[src/rtl/invaders_formation.sv]
// invaders_formation: ROWS x COLS invader grid that marches, descends, takes
// bullet hits, keeps score and decides win/lose. Optional macro: SPEEDUP_EN.
module invaders_formation #(
    parameter int ROWS     = 4,
    parameter int COLS     = 5,
    parameter int X_W      = 5,
    parameter int Y_W      = 4,
    parameter int X_MAX    = 31,
    parameter int Y_LOSE   = 15,
    parameter int STEP_DIV = 18000000
) (
    input  logic                 i_clk_36MHz,
    input  logic                 i_reset_n,
    input  logic                 i_start,
    input  logic                 i_bullet_valid,
    input  logic [X_W-1:0]       i_bullet_x,
    input  logic [Y_W-1:0]       i_bullet_y,
    output logic                 o_hit,
    output logic [ROWS*COLS-1:0] o_invaders_array,
    output logic [X_W-1:0]       o_formation_x,
    output logic [Y_W-1:0]       o_invaders_line,
    output logic [7:0]           o_score,
    output logic [1:0]           o_state
);
    localparam int N     = ROWS * COLS;
    localparam int CNT_W = (STEP_DIV > 2) ? $clog2(STEP_DIV) : 1;
    localparam logic [CNT_W-1:0] LAST_FULL = CNT_W'(STEP_DIV - 1);

    typedef enum logic [1:0] {
        S_IDLE = 2'b00,
        S_PLAY = 2'b01,
        S_WIN  = 2'b10,
        S_LOSE = 2'b11
    } state_t;

    state_t           r_state;
    state_t           w_state_nxt;
    logic [N-1:0]     r_array;
    logic [X_W-1:0]   r_x;
    logic [Y_W-1:0]   r_line;
    logic             r_dir_right;
    logic [7:0]       r_score;
    logic             r_hit;
    logic [CNT_W-1:0] r_tick;

    logic [COLS-1:0]  w_col_alive;
    logic [ROWS-1:0]  w_row_alive;
    logic [X_W-1:0]   w_lc;
    logic [X_W-1:0]   w_rc;
    logic [Y_W:0]     w_rmax;
    logic             w_hit;
    logic [N-1:0]     w_hit_mask;
    logic             w_win;
    logic             w_lose;
    logic             w_run;
    logic             w_start;
    logic [CNT_W-1:0] w_last;
    logic             w_step;

    // Which columns and rows still hold at least one live invader.
    always_comb begin
        w_col_alive = '0;
        w_row_alive = '0;
        for (int r = 0; r < ROWS; r++) begin
            for (int c = 0; c < COLS; c++) begin
                if (r_array[r*COLS+c]) begin
                    w_col_alive[c] = 1'b1;
                    w_row_alive[r] = 1'b1;
                end
            end
        end
    end

    // Live extent: leftmost/rightmost column, bottom row.
    always_comb begin
        w_lc   = '0;
        w_rc   = '0;
        w_rmax = '0;
        for (int c = COLS - 1; c >= 0; c--)
            if (w_col_alive[c]) w_lc = X_W'(c);
        for (int c = 0; c < COLS; c++)
            if (w_col_alive[c]) w_rc = X_W'(c);
        for (int r = 0; r < ROWS; r++)
            if (w_row_alive[r]) w_rmax = (Y_W+1)'(r);
    end

    // Bullet match against the registered position; first match wins.
    always_comb begin
        w_hit      = 1'b0;
        w_hit_mask = '0;
        for (int r = 0; r < ROWS; r++) begin
            for (int c = 0; c < COLS; c++) begin
                if (!w_hit && i_bullet_valid && r_array[r*COLS+c] &&
                    i_bullet_x == r_x + X_W'(c) &&
                    i_bullet_y == r_line + Y_W'(r)) begin
                    w_hit               = 1'b1;
                    w_hit_mask[r*COLS+c] = 1'b1;
                end
            end
        end
    end

`ifdef SPEEDUP_EN
    localparam int PC_W = $clog2(N + 1);
    localparam logic [CNT_W-1:0] LAST_HALF = CNT_W'((STEP_DIV >> 1) - 1);
    localparam logic [CNT_W-1:0] LAST_QTR  = CNT_W'((STEP_DIV >> 2) - 1);
    logic [PC_W-1:0] w_alive_cnt;

    // Shorter march period as the formation thins out.
    always_comb begin
        w_alive_cnt = '0;
        for (int i = 0; i < N; i++)
            w_alive_cnt = w_alive_cnt + PC_W'(r_array[i]);
        if (w_alive_cnt > PC_W'(N / 2))
            w_last = LAST_FULL;
        else if (w_alive_cnt > PC_W'(N / 4))
            w_last = LAST_HALF;
        else
            w_last = LAST_QTR;
    end
`else
    assign w_last = LAST_FULL;
`endif

    assign w_win   = (r_array == '0);
    assign w_lose  = ({1'b0, r_line} + w_rmax) >= (Y_W+1)'(Y_LOSE);
    assign w_run   = (r_state == S_PLAY) && !w_win && !w_lose;
    assign w_start = (r_state != S_PLAY) && i_start;
    assign w_step  = (r_tick == w_last);

    // Game state register.
    always_ff @(posedge i_clk_36MHz or negedge i_reset_n) begin
        if (!i_reset_n) r_state <= S_IDLE;
        else            r_state <= w_state_nxt;
    end

    // Next state: start from any idle/end state, end checks while playing.
    always_comb begin
        w_state_nxt = r_state;
        unique case (r_state)
            S_PLAY: begin
                if (w_win)       w_state_nxt = S_WIN;
                else if (w_lose) w_state_nxt = S_LOSE;
            end
            default: begin
                if (i_start) w_state_nxt = S_PLAY;
            end
        endcase
    end

    // Formation datapath: restart, hits, score, tick counter and march.
    always_ff @(posedge i_clk_36MHz or negedge i_reset_n) begin
        if (!i_reset_n) begin
            r_array     <= '1;
            r_x         <= '0;
            r_line      <= '0;
            r_dir_right <= 1'b1;
            r_score     <= '0;
            r_hit       <= 1'b0;
            r_tick      <= '0;
        end else if (w_start) begin
            r_array     <= '1;
            r_x         <= '0;
            r_line      <= '0;
            r_dir_right <= 1'b1;
            r_score     <= '0;
            r_hit       <= 1'b0;
            r_tick      <= '0;
        end else if (w_run) begin
            r_hit <= w_hit;
            if (w_hit) begin
                r_array <= r_array & ~w_hit_mask;
                if (r_score != 8'hFF) r_score <= r_score + 8'd1;
            end
            if (r_tick > w_last)
                r_tick <= w_last;
            else if (w_step)
                r_tick <= '0;
            else
                r_tick <= r_tick + CNT_W'(1);
            if (w_step) begin
                if (r_dir_right) begin
                    if (({1'b0, r_x} + {1'b0, w_rc}) < (X_W+1)'(X_MAX)) begin
                        r_x <= r_x + X_W'(1);
                    end else begin
                        r_line      <= r_line + Y_W'(1);
                        r_dir_right <= 1'b0;
                    end
                end else begin
                    if (({1'b0, r_x} + {1'b0, w_lc}) != '0) begin
                        r_x <= r_x - X_W'(1);
                    end else begin
                        r_line      <= r_line + Y_W'(1);
                        r_dir_right <= 1'b1;
                    end
                end
            end
        end else begin
            r_hit <= 1'b0;
        end
    end

    assign o_hit            = r_hit;
    assign o_invaders_array = r_array;
    assign o_formation_x    = r_x;
    assign o_invaders_line  = r_line;
    assign o_score          = r_score;
    assign o_state          = r_state;

endmodule

[config.mk]
export PLATFORM = sky130hd
export DESIGN_NAME = invaders_formation
export DESIGN_NICKNAME = d
export VERILOG_FILES = /design/src/rtl/invaders_formation.sv
export SDC_FILE = /design/constraint.sdc
export NUM_CORES = 1
export LEC_CHECK = 0
export CAP_MARGIN = 20
export CORE_ASPECT_RATIO = 0.9
export CORE_MARGIN = 10
export CORE_UTILIZATION = 63
export CTS_BUF_LIST = sky130_fd_sc_hd__clkbuf_4 sky130_fd_sc_hd__clkbuf_8
export CTS_CLUSTER_DIAMETER = 80
export DETAILED_ROUTE_END_ITERATION = 10
export PLACE_DENSITY = 0.92
export SLEW_MARGIN = 20
export SYNTH_ARGS = -nofsm -noshare
export SYNTH_HDL_FRONTEND = slang
export SYNTH_SLANG_ARGS = --single-unit
[constraint.sdc]
create_clock -name i_clk_36MHz -period 8.7 [get_ports i_clk_36MHz]
set_input_delay 2.61 -clock i_clk_36MHz [delete_from_list [all_inputs] [get_ports i_clk_36MHz]]
set_output_delay 2.61 -clock i_clk_36MHz [all_outputs]
set_load 0.1 [all_outputs]
* Word level (Yosys, flattened, before mapping)
Index checks and enable logic that the tools add are counted.
** Storage, ports and cells
- Register bits :: 66
- Bits of input ports :: 13
- Output and inout port bits :: 40
- Word-level logic and storage cells :: 281
** Cells by class
- Add/sub/neg operators :: 13
- Magnitude comparators :: 3
- Equal/unequal tests :: 17
- Mux-type cells :: 121
- Bitwise gates (word level) :: 2
- Reduce and logical (&&, ||, !) cells :: 117
** Operators by type and width (number)
- $mux 25 :: 4
- $mux 1 :: 84
- $logic_and 1x1->1 :: 82
- $mux 5 :: 15
- $mux 20 :: 3
- $mux 8 :: 4
- $add 25x1->25 const B :: 1
- $eq 25x25->1 const B :: 1
- $eq 5x5->1 :: 5
- $gt 25x25->1 const B :: 1
- $mux 4 :: 6
- $logic_not 1->1 :: 21
- $and 20x20->20 :: 1
- $logic_not 20->1 :: 1
- $not 20->20 :: 1
- $eq 4x4->1 :: 4
- $add 5x5->6 :: 2
- $add 5x2->5 const B :: 2
- $reduce_bool 2->1 :: 5
- $ne 3x3->1 const B :: 3
- $add 4x2->4 const B :: 2
- $add 8x1->8 const B :: 1
- $mux 2 :: 4
- $ne 8x8->1 const B :: 1
- other kinds (16) :: 19

* Longest topological paths before layout
Gate-level depths: netlist (run 1).
- Depth after elaboration :: 123
- Depth in mapped cells :: 16
- Gate-level depth less buffers :: 14

* Worst setup path before layout (run 1)
Ideal clock, no wire load.
- Kind :: input to register
- Start :: input port i_bullet_x[4]
- End :: register r_score[6], in the netlist o_score[6]
- Arrival time :: 4767 ps
- Data required time :: 8622 ps
- Slack :: 3855 ps
- Cell stages on the path :: 9
- Buffers on the path :: 1
- Cells stage by stage :: xor3_2 nand3b_4 a2111o_1 a21boi_1 a221oi_1 a21o_1 buf_6 or4_1 a21oi_1
** Between the ends
- Word-level cells in the longest chain between the ends :: 120
** RTL lines
- start: declaration :: line 16 : input logic [X_W-1:0] i_bullet_x,
- $eq 5x5->1 :: line 94 : i_bullet_x == r_x + X_W'(c) &&
- $logic_and 1x1->1 :: line 93 : if (!w_hit && i_bullet_valid && r_array[r*COLS+c] &&
- $logic_and 1x1->1 :: line 94
- $mux 1 :: line 93
- $logic_not 1->1 :: line 93
- $logic_and 1x1->1 (3 in a row) :: line 93
- $logic_and 1x1->1 :: line 94
- $mux 1 :: line 93
- [... 100 more ...]
- $logic_and 1x1->1 :: line 94
- $mux 1 :: line 93
- $logic_not 1->1 :: line 93
- $logic_and 1x1->1 (3 in a row) :: line 93
- $logic_and 1x1->1 :: line 94
- $mux 1 * :: line 93
- $reduce_bool 2->1 (no source line) *
- $reduce_and 3->1 (no source line) *
- end signal: assignment :: line 173 : if (r_score != 8'hFF) r_score <= r_score + 8'd1;
- end: declaration :: line 42 : logic [7:0] r_score;
Every way passes the cells marked *; elsewhere a longest branch is shown, timed or not.
A chain may end at the register's enable or synchronous reset.

* Final worst setup path (run 1)
- Start :: input port i_bullet_x[3]
- End :: register r_score[1], in the netlist o_score[1]
Same word-level chain as after synthesis.

==> flow_summary.toml, run 1 <==
[synthesis]
number_of_synthesized_flops_with_an_enable_pin = 0
syn-cell-area_um2 = 4620
syn_avg_cell_area_um2 = 8.95
postSynth.asyncResetShare = 1.00
synth_nets = 554
yosys_most_used_dff = "dfrtp_1"
yosysWarningCount = 0
post_synth_num_cell_types = 71
synth-seq-cells = 66
ys_seq_area_frac = 0.363
netlist_instances = 516

[timing]
rsz_0062_raised_after_global_routing = "false"
finalHoldWorstSlack_ns = 0.503
slew_headroom = 0.334
hold_viol_final = 0
achievable-frequency_mhz = 179
tightestPinTransition_ns = 0.997
post_route_setup_slack_ns = 3.10
timing.clock.skew_ns = 0.0129
fin_setup_tns_ns = 0
setup_viol = 0
final.period_utilization = 0.643
drv_slew = 0
fin_crit_ns = 5.60

[floorplan]
design.die.area_um2 = 11200
dieHeight_um = 101
num_io_pins = 53
placement_rows = 29
floorplan.initialDensity = 0.653
fp.coreArea_um2 = 7080
die_w_um = 110

[cts]
cts_root_buffer = "clkbuf_8"
cts_max_path_buffers = 2
cts_inserted_buffers = 9
ctsHtreeMaxLevel = 3
postCtsSetupRepairBufs = 0
resize_count_post_cts = 0
clock_insertion_delay_worst_skew_ns = 0.35
cts_tree = "yes"
clock-sinks = 66
cts_hold_buf = 0
clkSlewWorstSetupHoldPaths_ns = 0.07

[critical_path]
critical_path_class = "input pin to flip-flop"
worst_setup_path_end_kind = "flip-flop"
timing.reg2reg.setup_slack_ns = 4.15
worst-endpoint-arrival_ns = 5.83
worstRegToRegCells = 14
worst-path-max-fanout = 21
worstPathRequired_ns = 8.94
cp-start-kind = "input pin"

[pwr]
vdd_drop_max_v = 0.000177
power_density_nw_per_um2 = 352
power.total_uw = 1910
cellLeakagePower_uw = 0.00227

[global_route]
antenna_violations_before_repair = 0
gr-total-overflow = 0
grt_first_pass_wirelength_um = 21100
groute.usage.overall = 0.230
first_global_vias = 4373
grt_max_degree = 67

[outcome]
status = "finished clean"

[flow_run]
drv_cap = 0

[cells_and_area]
fillCellCount = 489
p_r_area_growth_vs_syn_pct = 17.7
final_cell_count_no_fill = 663
fin_nets = 603
drive_above_1_share = 0.0930
antenna_cells_inserted = 0

[routing]
route.detailed.drc = 0
routed_wirelength_um = 12700
detailroute.via_count = 4410
drt.antenna.violating_nets = 0
drt-vias-per-instance = 6.65
wl_per_cell_um = 19.2
firstDrtPassIters = 5
first_iter_violations = 482

[placement]
dpl_worst_slack_ns = 2.79
placed_cells = 647
gp_congestion = 0.931
io_buffer_count = 52
dp_hpwl_um = 9250

[hold_path]
timing.hold.worst_path_depth = 2
hp-class = "flip-flop to flip-flop"
layout make-up:
type | instances | area [um^2] | share of cell area
Multi-Input combinational cell | 410 | 2770 | 0.510
Sequential cell | 66 | 1680 | 0.309
Timing Repair Buffer | 55 | 538 | 0.0990
Clock buffer | 10 | 131 | 0.0242
Tap cell | 93 | 116 | 0.0214
Clock inverter | 6 | 114 | 0.0209
Inverter | 23 | 86.3 | 0.0159
cell families after synthesis:
kind of cell | Yosys count | share of synthesized area
DFF | 66 | 0.363
adders and majority gates | 26 | 0.0748
xor gates and xnor gates | 35 | 0.0840
buffers and inverters | 40 | 0.0366
and+or+nand+nor | 214 | 0.239
AOI/OAI and AO/OA | 134 | 0.200
muxes | 1 | 0.00217
layer usage:
metal  part of all wire  vias to the layer above  global-route usage
li1                   -                     2008                   -
met1               0.41                     2107               0.300
met2               0.46                      261               0.364
met3               0.11                       34              0.0559
met4              0.020                        0              0.0760
met5                  0                        -                   0
placed cells by master (no fill, tap or decap), types with 9 or more instances in the layout:
cell type / instances
clkbuf_8: 9
a21o_1: 12
nor2_1: 43
dfstp_2: 21
ha_1: 22
nand3_1: 26
nor3_1: 15
nand2_1: 53
o21ai_0: 30
xnor2_1: 19
xor2_1: 10
or4_1: 9
a21oi_1: 24
dfrtp_1: 45
nor4_1: 9
clkdlybuf4s50_1: 51
nand4_1: 13
inv_1: 21
registers in the layout (all words and copies together), names as in the netlist:
register,count
r_tick,25
r_dir_right,1
o_formation_x,5
o_invaders_line,4
o_invaders_array,20
o_hit,1
o_state,2
o_score,8
final timing paths:
| kind | from | endpoint |
|---|---|---|
| setup / recovery | i_bullet_x[3] | o_score[1] |
| hold / removal | o_invaders_array[19] | o_invaders_array[19] |
| setup reg to reg | o_invaders_array[7] | o_score[1] |
| hold reg to reg | o_invaders_array[19] | o_invaders_array[19] |
| max in group asynchronous | i_reset_n | r_tick[3] |
| min in group asynchronous | i_reset_n | r_tick[24] |
through the flow:
step           utilization  instance area [um^2]
2_1_floorplan            -                  4620
3_3_place_gp         0.734                  5190
3_5_place_dp         0.734                  5190
4_1_cts              0.768                  5440
5_1_grt              0.768                  5440
6_report             0.768                  5440
cell usage after synthesis (13+ instances only):
cell	instances	share of area
dfrtp_1	45	0.24
nor3_1	15	0.016
a21oi_1	24	0.026
nor2_1	43	0.035
dfstp_2	21	0.12
xnor2_1	19	0.036
nand2_1	53	0.043
o21ai_0	30	0.033
ha_1	22	0.060
nand3_1	26	0.028
inv_1	21	0.017
nand4_1	13	0.018
worst max-delay path: stages:
cell and delay (ns):
clkdlybuf4s50_1 0.54, xnor3_1 0.44, a22oi_1 0.30, a2111oi_2 0.06, a221o_1 0.27, a221oi_1 0.28
a21o_1 0.61, inv_2 0.26, and3_1 0.24, a31o_2 0.20
power by group:
group / leakage (uW) / switching, uW / internal [uW]
combinational: 0.00134 / 753 / 308
clock: 0.000117 / 124 / 195
sequential: 0.000819 / 129 / 402
Power figures use the tool's default switching activity.
==> run 2, diff against run 1 <==
CORE_UTILIZATION = 59   (was 63)
PLACE_DENSITY = 0.87   (was 0.92)
clock period = 5.3 ns   (was 8.7 ns; I/O delays follow)
==> flow_summary.toml, run 2 (same netlist as run 1, synthesis figures left out) <==
[outcome]
status = "finished clean"

[routing]
route.detailed.drc = 0
drt-vias-per-instance = 6.53
first_iter_violations = 399
drt.antenna.violating_nets = 0
firstDrtPassIters = 5
routed_wirelength_um = 12600
detailroute.via_count = 4363
wl_per_cell_um = 18.9

[critical_path]
worst_setup_path_end_kind = "flip-flop"
cp_slowest_stage_delay_ns = 0.56
cp-start-kind = "flip-flop"
rr_startpoint = "o_invaders_array[11]"
critical_r2r_capture = "o_formation_x[2]"
worst-endpoint-arrival_ns = 4.55
timing.reg2reg.setup_slack_ns = 1.02
worstPathCellList = "or4_1 -> o31ai_1 -> ha_1 -> inv_1 -> fa_1 -> nand2b_1 -> nor3b_1 -> a31oi_1 -> o211ai_1 -> o21ai_1 -> o21ai_1 -> or4_1 -> nand3_1"
crit_path_top_delay_cell = "or4_1"
worst-path-max-fanout = 7
worstPathRequired_ns = 5.57
worstRegToRegCells = 13
critical_path_class = "flip-flop to flip-flop"

[floorplan]
dieHeight_um = 104
design.die.area_um2 = 11800
fp.coreArea_um2 = 7580
floorplan.initialDensity = 0.609
num_io_pins = 53
placement_rows = 30
die_w_um = 113

[cts]
ctsHtreeMaxLevel = 3
cts_hold_buf = 0
clock_insertion_delay_worst_skew_ns = 0.34
cts_root_buffer = "clkbuf_8"
resize_count_post_cts = 0
cts_tree = "yes"
clock-sinks = 66
cts_inserted_buffers = 9
postCtsSetupRepairBufs = 0
clkSlewWorstSetupHoldPaths_ns = 0.07
cts_max_path_buffers = 2

[cells_and_area]
fillCellCount = 578
largest_register_ff_count = 25
multi_input_area_um2 = 2770
area.sequential_um2 = 1680
fin_nets = 605
largest_register_by_flop_count = "r_tick"
drive_above_1_share = 0.0962
p_r_area_growth_vs_syn_pct = 17.1
layout_common_cells = "53 x nand2_1, 51 x clkdlybuf4s50_1, 45 x dfrtp_1"
mostFrequentLayoutCell = "nand2_1"
antenna_cells_inserted = 0

[pwr]
seqPwrFrac = 0.287
vdd_drop_max_v = 0.000376
cellLeakagePower_uw = 0.00227
p_clk_frac = 0.141
power_density_nw_per_um2 = 565
switching_share = 0.536
p_comb_frac = 0.572
cell_internal_power_uw = 1420
power.switching_uw = 1640

[timing]
setup_viol = 0
drv_slew = 0
rsz_0062_raised_after_global_routing = "false"
post_route_setup_slack_ns = 1.02
slew_headroom = 0.322
tightestPinTransition_ns = 1.01
fin_crit_ns = 4.28
hold_viol_final = 0
final.period_utilization = 0.808
achievable-frequency_mhz = 234
fin_setup_tns_ns = 0
timing.clock.skew_ns = 0.00835

[hold_path]
timing.hold.worst_path_depth = 2
hp-class = "flip-flop to flip-flop"
worst_hold_startpoint = "o_invaders_array[19]"
capture_endpoint_of_the_worst_hold_path = "o_invaders_array[19]"

[placement]
dpl_worst_slack_ns = 0.714
io_buffer_count = 52
dp_hpwl_um = 9440
gp_congestion = 0.930

[flow_run]
drv_cap = 0

[global_route]
groute.usage.overall = 0.215
gr-total-overflow = 0
antenna_violations_before_repair = 0
first_global_vias = 4287
grt_max_degree = 41
grt_first_pass_wirelength_um = 21200
==> run 2: how the worst max path moves through the flow <==
stage / start / end / slack [ns]
after floorplan: i_bullet_x[4] / o_score[6] / 1.47
after global placement: i_bullet_x[3] / o_score[1] / 0.79
after detailed placement: i_bullet_x[3] / o_score[1] / 0.71
after CTS: o_invaders_array[11] / o_formation_x[2] / 1.02
after global routing: o_invaders_array[11] / o_formation_x[2] / 0.68
final: o_invaders_array[11] / o_formation_x[2] / 1.02
==> run 2: routing by layer <==
| layer | vias up | routed length [um] | track usage |
|---|---|---|---|
| li1 | 2009 | - | - |
| met1 | 2103 | 5630 | 0.294 |
| met2 | 224 | 5590 | 0.319 |
| met3 | 27 | 1140 | 0.0571 |
| met4 | 0 | 224 | 0.0679 |
| met5 | - | 0 | 0 |
==> run 2: worst max-delay path: cells and delay by family (launching register included) <==
kind / cells / cell delay [ns]
fa+ha+maj: 2 / 0.70
buf+inv: 1 / 0.06
simple gates: 5 / 1.43
flops: 1 / 0.40
compound gates: 5 / 1.63
==> run 2: layout make-up <==
type	instances	share of cell area
tap	96	0.0222
clock inverter	3	0.00740
inverter	23	0.0160
timing repair buffer	57	0.102
multi-input combinational	410	0.512
clock buffer	13	0.0296
sequential	66	0.310
==> run 2: through the flow <==
step | hold WS, ns | total power (uW) | utilization | instance area [um^2] | instances
2_1_floorplan | 0.476 | 2170 | - | 4620 | 516
3_3_place_gp | 0.489 | 2560 | 0.687 | 5210 | 652
3_5_place_dp | 0.494 | 2600 | 0.687 | 5210 | 652
4_1_cts | 0.503 | 3040 | 0.714 | 5410 | 668
5_1_grt | 0.535 | 3220 | 0.714 | 5410 | 668
6_report | 0.511 | 3060 | 0.714 | 5410 | 668
==> run 2: power groups by stage <==
stage / Clock, uW / Sequential, uW / Combinational [uW]
after floorplan: 0 / 1440 / 738
after global placement: 0 / 863 / 1700
after detailed placement: 0 / 871 / 1730
after CTS: 437 / 865 / 1740
after global routing: 460 / 899 / 1860
final: 432 / 876 / 1750
==> run 3, diff against run 2 <==
CORE_UTILIZATION = 53   (was 59)
PLACE_DENSITY = 0.83   (was 0.87)
clock period = 3.6 ns   (was 5.3 ns; I/O delays follow)
==> flow_summary.toml, run 3 (same netlist as run 1, synthesis figures left out) <==
[outcome]
status = "finished clean"

[critical_path]
worst-endpoint-arrival_ns = 3.81
critical_path_class = "flip-flop to flip-flop"
worst-path-max-fanout = 4
rr_startpoint = "o_invaders_array[14]"
cp-start-kind = "flip-flop"
worstPathRequired_ns = 3.82
worst_setup_path_end_kind = "flip-flop"
worstSetupStartpoint = "o_invaders_array[14]"

[floorplan]
num_io_pins = 53
floorplan.initialDensity = 0.542
dieHeight_um = 109
die_w_um = 118
design.die.area_um2 = 12900
fp.coreArea_um2 = 8530
placement_rows = 32

[pwr]
power.switching_uw = 2590
p_clk_frac = 0.135
power.total_uw = 5000
switching_share = 0.517
p_comb_frac = 0.609
power_density_nw_per_um2 = 813
cellLeakagePower_uw = 0.00267
cell_internal_power_uw = 2420
vdd_drop_max_v = 0.000527
seqPwrFrac = 0.256

[timing]
timing.clock.skew_ns = 0.0108
slew_headroom = 0.608
tightestPinTransition_ns = 0.582
final.period_utilization = 0.998
hold_viol_final = 0
rsz_0062_raised_after_global_routing = "true"
achievable-frequency_mhz = 278
setup_viol = 0
post_route_setup_slack_ns = 0.00793
fin_crit_ns = 3.59
drv_slew = 0

[routing]
wl_per_cell_um = 18.5
detailroute.via_count = 4623
routed_wirelength_um = 13900
route.detailed.drc = 0
firstDrtPassIters = 5
drt.antenna.violating_nets = 0
drt-vias-per-instance = 6.15
first_iter_violations = 406

[cts]
ctsHtreeMaxLevel = 3
clock_insertion_delay_worst_skew_ns = 0.34
cts_inserted_buffers = 9
clock-sinks = 66
cts_hold_buf = 0
cts_root_buffer = "clkbuf_8"
clkSlewWorstSetupHoldPaths_ns = 0.07
cts_tree = "yes"
cts_max_path_buffers = 2

[cells_and_area]
largest_register_by_flop_count = "r_tick"
mostFrequentLayoutCell = "buf_4"
layout_common_cells = "97 x buf_4, 49 x nand2_1, 44 x dfrtp_1"
finalCoreUtilization = 0.722
layout.cell_area.non_filler_um2 = 6160
drive_above_1_share = 0.313
antenna_cells_inserted = 0
final_cell_count_no_fill = 752
fin_nets = 666
largest_register_ff_count = 25
p_r_area_growth_vs_syn_pct = 33.3

[placement]
place_area_um2 = 5580
gp_congestion = 0.894
placed_cells = 725
io_buffer_count = 52
dpl_worst_slack_ns = -0.407
dp_hpwl_um = 9830

[global_route]
grt_first_pass_wirelength_um = 22100
gr-total-overflow = 0
groute.usage.overall = 0.204
first_global_vias = 4466
grt_max_degree = 64
antenna_violations_before_repair = 0

[flow_run]
drv_cap = 0

[hold_path]
hp-class = "flip-flop to flip-flop"
worst_hold_startpoint = "o_invaders_array[19]"
[run 3: layout make-up]
| class | instances | area [um^2] |
|---|---|---|
| Clock buffer | 14 | 180 |
| Clock inverter | 2 | 35.0 |
| Fill cell | 637 | 2370 |
| Inverter | 23 | 86.3 |
| Multi-Input combinational cell | 410 | 3040 |
| Sequential cell | 66 | 1700 |
| Tap cell | 119 | 149 |
| Timing Repair Buffer | 118 | 962 |
[run 3: metrics by stage]
| step | hold WS [ns] | setup TNS [ns] |
|---|---|---|
| after global placement | 0.493 | -6.02 |
| after detailed placement | 0.494 | -10.48 |
| after CTS | 0.505 | 0 |
| after global routing | 0.540 | -1.69 |
| final | 0.517 | 0 |
| after floorplan | 0.476 | -0.118 |
[run 3: critical path, cell delays in order, from the launching register on]
cell      delay, ns
dfstp_4        0.47
or4_4          0.57
o31ai_4        0.19
ha_2           0.22
inv_2          0.04
fa_1           0.49
nand2b_4       0.15
nor3b_2        0.05
a31oi_1        0.20
o211ai_1       0.17
buf_4          0.19
o31ai_4        0.28
buf_6          0.16
nand3_1        0.09
xnor2_1        0.15
nor2_1         0.05
[run 3: routing by layer]
metal	wire [um]	global-route usage	up-vias
li1	-	-	2132
met1	5840	0.259	2273
met2	6970	0.344	196
met3	954	0.0474	22
met4	170	0.0557	0
met5	0	0	-
[run 3: final timing paths]
kind	cells past startpoint	slack (ns)	to
worst min register to register	2	0.52	o_invaders_array[19]
worst max register to register	15	0.008	o_invaders_line[3]
min in group asynchronous	1	0.73	o_invaders_array[7]
max in group asynchronous	2	2.46	r_dir_right
worst min-delay path	2	0.52	o_invaders_array[19]
worst max-delay path	15	0.008	o_invaders_line[3]
[run 3: power groups by stage]
stage | registers (uW) | logic [uW] | clock network [uW]
6_report | 1280 | 3050 | 674
5_1_grt | 1310 | 3220 | 725
4_1_cts | 1260 | 2890 | 685
3_5_place_dp | 1270 | 2810 | 0
3_3_place_gp | 1260 | 2750 | 0
2_1_floorplan | 2130 | 1110 | 0
[run 3: what timing repair did]
action | CTS | global route
setup endpoints to repair | 30 | 37
buffers inserted | 1 | 11
pin swaps | 8 | 21
resized for setup | 17 | 41
